### src/rtl/bf16_pack_out.sv
// bf16_pack_out: converts 128-bit beats of four fp32 lanes to bf16
// (round-to-nearest-even) and packs pairs of converted beats into
// 128-bit result-buffer words, one write per pair.
module bf16_pack_out #(
  parameter int DATA_NUM = 192
) (
  input  logic         clk,
  input  logic         rst,
  input  logic         stage_start,
  input  logic         in_tvalid,
  input  logic [127:0] in_tdata,
  output logic         out_wr_en,
  output logic [6:0]   out_addr,
  output logic [127:0] out_wdata,
  output logic         busy,
  output logic         stage_done,
  output logic         err_extra
);

  typedef enum logic [1:0] {
    IDLE   = 2'd0,
    ACTIVE = 2'd1,
    DONE   = 2'd2
  } state_t;

  localparam logic [7:0] NUM8  = 8'(DATA_NUM);
  localparam logic [7:0] LAST8 = 8'(DATA_NUM - 1);

  // fp32 -> bf16, round-to-nearest-even; NaN collapses to a quiet NaN
  // with the sign kept. Carry out of the mantissa may reach infinity.
  function automatic logic [15:0] rne_bf16(input logic [31:0] f);
    logic        round_up;
    logic [15:0] res;
    round_up = f[15] & ((|f[14:0]) | f[16]);
    if ((&f[30:23]) && (|f[22:0]))
      res = {f[31], 8'hFF, 7'h40};
    else
      res = f[31:16] + {15'd0, round_up};
    return res;
  endfunction

  // Converts all four lanes of a beat, lane0 in the low 16 bits.
  function automatic logic [63:0] cvt_beat(input logic [127:0] d);
    logic [63:0] res;
    res = '0;
    for (int i = 0; i < 4; i++)
      res[16*i +: 16] = rne_bf16(d[32*i +: 32]);
    return res;
  endfunction

  state_t      state;
  state_t      state_nxt;
  logic        ss_q;
  logic [7:0]  beat_cnt;
  logic [6:0]  word_cnt;
  logic [63:0] hold_p1;
  logic [63:0] cvt_p0;
  logic        vld_p0;
  logic        odd_p0;
  logic        last_p0;

  logic        stage_open;
  logic        accept;
  logic        drop;
  logic        pair_go;
  logic        final_wr;

  // Next-state and per-cycle control decode.
  always_comb begin
    state_nxt  = state;
    busy       = 1'b0;
    stage_open = 1'b0;
    accept     = 1'b0;
    drop       = 1'b0;
    pair_go    = 1'b0;
    final_wr   = 1'b0;
    case (state)
      IDLE: begin
        stage_open = stage_start & ~ss_q;
        drop       = in_tvalid;
        if (stage_open)
          state_nxt = ACTIVE;
      end
      ACTIVE: begin
        busy = 1'b1;
        if (!stage_start) begin
          // Abort: in-flight beats and the pending pair are discarded.
          state_nxt = IDLE;
        end else begin
          accept   = in_tvalid & (beat_cnt < NUM8);
          drop     = in_tvalid & (beat_cnt == NUM8);
          pair_go  = vld_p0;
          final_wr = vld_p0 & last_p0;
          if (final_wr)
            state_nxt = DONE;
        end
      end
      DONE: begin
        drop      = in_tvalid;
        state_nxt = IDLE;
      end
      default: state_nxt = IDLE;
    endcase
  end

  // State register.
  always_ff @(posedge clk) begin
    if (rst)
      state <= IDLE;
    else
      state <= state_nxt;
  end

  // Registered copy of stage_start for rising-edge detection.
  always_ff @(posedge clk) begin
    if (rst)
      ss_q <= 1'b0;
    else
      ss_q <= stage_start;
  end

  // Beat counter and sticky dropped-beat flag; a new stage clears both.
  always_ff @(posedge clk) begin
    if (rst) begin
      beat_cnt  <= '0;
      err_extra <= 1'b0;
    end else if (stage_open) begin
      beat_cnt  <= '0;
      err_extra <= 1'b0;
    end else begin
      if (accept)
        beat_cnt <= beat_cnt + 8'd1;
      if (drop)
        err_extra <= 1'b1;
    end
  end

  // ---- stage p0: convert accepted beat, tag its parity and last-ness ----
  always_ff @(posedge clk) begin
    if (rst) begin
      vld_p0  <= 1'b0;
      cvt_p0  <= '0;
      odd_p0  <= 1'b0;
      last_p0 <= 1'b0;
    end else begin
      vld_p0 <= accept;
      if (accept) begin
        cvt_p0  <= cvt_beat(in_tdata);
        odd_p0  <= beat_cnt[0];
        last_p0 <= (beat_cnt == LAST8);
      end
    end
  end

  // ---- stage p1: pair even/odd beats and issue the buffer write ----
  always_ff @(posedge clk) begin
    if (rst) begin
      out_wr_en <= 1'b0;
      out_addr  <= '0;
      out_wdata <= '0;
      hold_p1   <= '0;
      word_cnt  <= '0;
    end else begin
      out_wr_en <= 1'b0;
      if (stage_open) begin
        word_cnt <= '0;
        hold_p1  <= '0;
      end else if (pair_go) begin
        if (odd_p0) begin
          out_wr_en <= 1'b1;
          out_addr  <= word_cnt;
          out_wdata <= {cvt_p0, hold_p1};
          word_cnt  <= word_cnt + 7'd1;
        end else if (last_p0) begin
          // Odd beat count: the lone final beat goes out unpaired.
          out_wr_en <= 1'b1;
          out_addr  <= word_cnt;
          out_wdata <= {64'd0, cvt_p0};
          word_cnt  <= word_cnt + 7'd1;
        end else begin
          hold_p1 <= cvt_p0;
        end
      end
    end
  end

  // Completion pulse in the cycle after the final write.
  always_ff @(posedge clk) begin
    if (rst)
      stage_done <= 1'b0;
    else
      stage_done <= (state == DONE);
  end

endmodule
### config.mk
export PLATFORM = sky130hd
export DESIGN_NAME = bf16_pack_out
export DESIGN_NICKNAME = d
export VERILOG_FILES = /design/src/rtl/bf16_pack_out.sv
export SDC_FILE = /design/constraint.sdc
export NUM_CORES = 1
export LEC_CHECK = 0
export CAP_MARGIN = 15
export CELL_PAD_IN_SITES_DETAIL_PLACEMENT = 0
export CELL_PAD_IN_SITES_GLOBAL_PLACEMENT = 1
export CORE_ASPECT_RATIO = 2
export CORE_MARGIN = 1.5
export CORE_UTILIZATION = 37
export DETAILED_ROUTE_END_ITERATION = 10
export PLACE_DENSITY = 0.89
export SLEW_MARGIN = 20
export SYNTH_ARGS = -nofsm -noshare
export SYNTH_HDL_FRONTEND = slang
export SYNTH_SLANG_ARGS = --single-unit
### constraint.sdc
create_clock -name clk -period 2.2 [get_ports clk]
set_input_delay 0.33 -clock clk [delete_from_list [all_inputs] [get_ports clk]]
set_output_delay 0.33 -clock clk [all_outputs]
set_load 0.02 [all_outputs]
==> results.cfg <==
[clock_tree]
tritoncts.num_buffers = 25
clk_latency_ns = 0.54
clock_sink_total = 287
clk_root_buffer_cell = clkbuf_16
ctsHtreeMaxLevel = 1
tritoncts = done
clk_path_buf_depth = 3
register_clock_pin_slew_on_the_reported_worst_setup_and_hold_paths_ns = 0.07

[flow_run]
drv.max_cap_violation_count = 0

[floorplan]
dieArea_mm2 = 0.0322
rows = 91
initial_core_util = 0.374
die_h_um = 252
chipWidth_um = 128
core_area_mm2 = 0.0307
design.portCount = 271

[detailed_routing]
drt_iter0_drc = 544
wl_per_cell_um = 18.0
drt_pass1_iterations = 6
route.detailed.drc = 0
avgViaCountPerCell = 5.34
antenna_left = 0
detail_route.wirelength_um = 35500
vias_after_detailed_routing = 10500

[cells_and_area]
finish.instance_area_mm2 = 0.0160
layout-drive-gt1-share = 0.0978
num_antenna_cells = 0
layout-area-overhead-vs-synth_pct = 39.1
count_of_nets_after_finishing = 1717
most_common_library_cell_in_the_layout_ignoring_fill_and_taps = dfxtp_1
layout.cells.most_common_list = 286 x dfxtp_1, 268 x clkdlybuf4s50_1, 203 x nand2_1

[timing]
timing.slew.headroom = 0.385
final_period_utilization = 0.888
finalWorstPathRequiredPeriod_ns = 1.95
timing.final.max_slew_violations = 0
worstMarginPinSlew_ns = 0.919
grt_setup_unrepaired = no
timing.clock.skew_ns = 0.0138
finalSetupViolations = 0
timing_hold_violations_final = 0
fmaxAchievable_mhz = 512

[setup_path]
timing.critical_path.to = out_wdata[70]
cp.arrival_ns = 1.62
cp_cell_sequence = clkdlybuf4s50_1
timing.critical_path.to_type = output port
cpLargestDelayFamily = buffers and inverters
timing.critical_path.from_type = flop
worstSetupPathType = flop to output port
regToRegSetupSlack_ns = 0.27
cp.depth = 1
regToRegEndpoint = cvt_p0[22]
cp_slowest_stage_delay_ns = 0.65
worstPathBufferInverterCount = 1
crit_path_max_fanout = 2
critical_path_s_slowest_cell = clkdlybuf4s50_1
worst_r2r_src = state[1]
worst-r2r-cell-count = 4
wp_data_required_ns = 1.87
startpoint = out_wdata[70]

[synth]
syn_area_per_cell_um2 = 8.98
synth_area_in_adders = 0.00761
yosys.area_share.simple = 0.181
post_synth_inst_count = 1282
synth_cell_type_count = 47
synth_top_family_by_area = simple AND/OR/NAND/NOR gates
synth_compound_gate_area_share = 0.179
netlist_area_mm2 = 0.0115
postSynthNetCount = 1421
synth-xor-area-share = 0.0441
synthMuxAreaShare = 0.0557
synth-seq-cells = 287
synth-main-ff-cell = dfxtp_1
number_of_flops_mapped_to_enable_cells_by_yosys = 0
synth-seq-area-share = 0.499
synth-async-reset-ratio = 0
yosys_warnings = 0

[pwr]
vdd.ir_drop.worst_uv = 490
power_density_mw_per_mm2 = 654
total_power_mw = 10.5
leakagePower_nw = 5.35

[placed_design]
gpl.final_weighted_congestion = 0.890
port_buffers = 270
total_placed_instance_area_mm2 = 0.0152
final_hpwl_dp_um = 25400

[global_route]
global_route_wire_length_before_repair_um = 55100
overflow = 0
global_router_s_overall_resource_usage = 0.216
maximum_number_of_pins_on_one_net_before_global_route_repair = 74
number_of_antenna_violations_at_the_first_check_in_global_routing = 2
first_global_vias = 10500

[worst_hold_path]
holdCritPathClass = input port to flop

[status]
status = finished clean
==> worst min path at each step <==
stage,slack [ns],cells after the start,to,startpoint
after detailed placement,0.45,2,out_addr[3],out_addr[3]
after global placement,0.44,2,out_wdata[66],out_wdata[66]
after global routing,0.33,3,cvt_p0[37],rst
after floorplan,0.43,1,state[0],ss_q
final,0.32,3,odd_p0,rst
after CTS,0.30,3,odd_p0,rst
==> kinds of logic (layout without fill, tap and decap cells) <==
logic type,Yosys count,after routing
AO/OA/AOI/OAI,313,313
XOR/XNOR,58,58
adder cells (fa/ha/maj),7,7
buffers and inverters,96,409
flip-flops,287,287
multiplexers,64,64
AND/OR/NAND/NOR,457,457
==> report_power, final <==
group          switching (mW)  internal [mW]  total (mW)  leakage [nW]
logic                   0.334          0.378       0.712          2.61
clock network            1.94           2.56        4.50         0.418
registers              0.0406           5.23        5.27          2.32
==> layer usage <==
layer	global-route usage	part of all wire	vias to the layer above
met5	0	0.00087	-
met4	0.121	0.053	4
met3	0.0330	0.050	104
met2	0.410	0.54	314
met1	0.220	0.36	4941
li1	-	-	5142
==> state kept, by name, summed over array words and instances, names as in the netlist <==
| register | cells |
|---|---|
| out_wdata | 128 |
| cvt_p0 | 64 |
| hold_p1 | 64 |
| beat_cnt | 8 |
| out_addr | 7 |
| word_cnt | 7 |
| state | 2 |
| err_extra | 1 |
| last_p0 | 1 |
| odd_p0 | 1 |
| out_wr_en | 1 |
| ss_q | 1 |
| stage_done | 1 |
| vld_p0 | 1 |
==> timing repair <==
item                                    in CTS  in global routing
hold buffers                                 0                  0
resized for setup                            1                  1
endpoints found under the setup margin       1                  3
setup buffers                                0                  0
==> cell type report <==
cell class,instances,area (um^2)
inverters,7,26.3
repair buffers,358,3500
multi-input cells,899,5440
fillers,2844,14700
flip-flops and latches,287,5750
clock buffers,35,733
well taps,372,465
clock inverters,9,98.8
==> cell usage after synthesis (2+ instances only) <==
| master | count | area [um^2] |
|---|---|---|
| dfxtp_1 | 287 | 5750 |
| nor2b_1 | 5 | 31.3 |
| nand2_1 | 203 | 762 |
| a211oi_1 | 65 | 488 |
| a2111oi_0 | 2 | 17.5 |
| a31oi_1 | 4 | 25.0 |
| nand2b_1 | 3 | 18.8 |
| nor4_1 | 15 | 93.8 |
| o21ai_0 | 38 | 190 |
| nand4_1 | 20 | 125 |
| or4_1 | 6 | 45.0 |
| o32ai_1 | 3 | 26.3 |
| ha_1 | 7 | 87.6 |
| or3_1 | 7 | 43.8 |
| a21oi_1 | 124 | 621 |
| and2_1 | 7 | 43.8 |
| and4_1 | 9 | 78.8 |
| nor3_1 | 16 | 80.1 |
| clkbuf_1 | 64 | 240 |
| nand3_1 | 30 | 150 |
| and3_1 | 15 | 93.8 |
| mux2i_1 | 64 | 641 |
| a32o_1 | 4 | 40.0 |
| nor2_1 | 110 | 413 |
| xor2_1 | 30 | 263 |
| or2_2 | 2 | 12.5 |
| a22o_1 | 58 | 508 |
| buf_1 | 11 | 41.3 |
| o221a_2 | 8 | 90.1 |
| inv_1 | 6 | 22.5 |
| buf_2 | 13 | 65.1 |
| nand3b_1 | 2 | 15.0 |
| a21oi_2 | 3 | 26.3 |
| xnor2_1 | 28 | 245 |
==> through the flow <==
step	cells	hold WS, ns	worst slack (ns)	utilization	setup TNS (ns)
after floorplan	1282	0.429	0.480	-	0
after global routing	1967	0.326	0.0927	0.521	0
after CTS	1967	0.300	0.189	0.521	0
final	1967	0.318	0.247	0.521	0
after detailed placement	1923	0.446	-0.250	0.494	-3.10
after global placement	1923	0.439	-0.189	0.494	-2.04
Note: power is estimated with default switching activity, not from simulation.
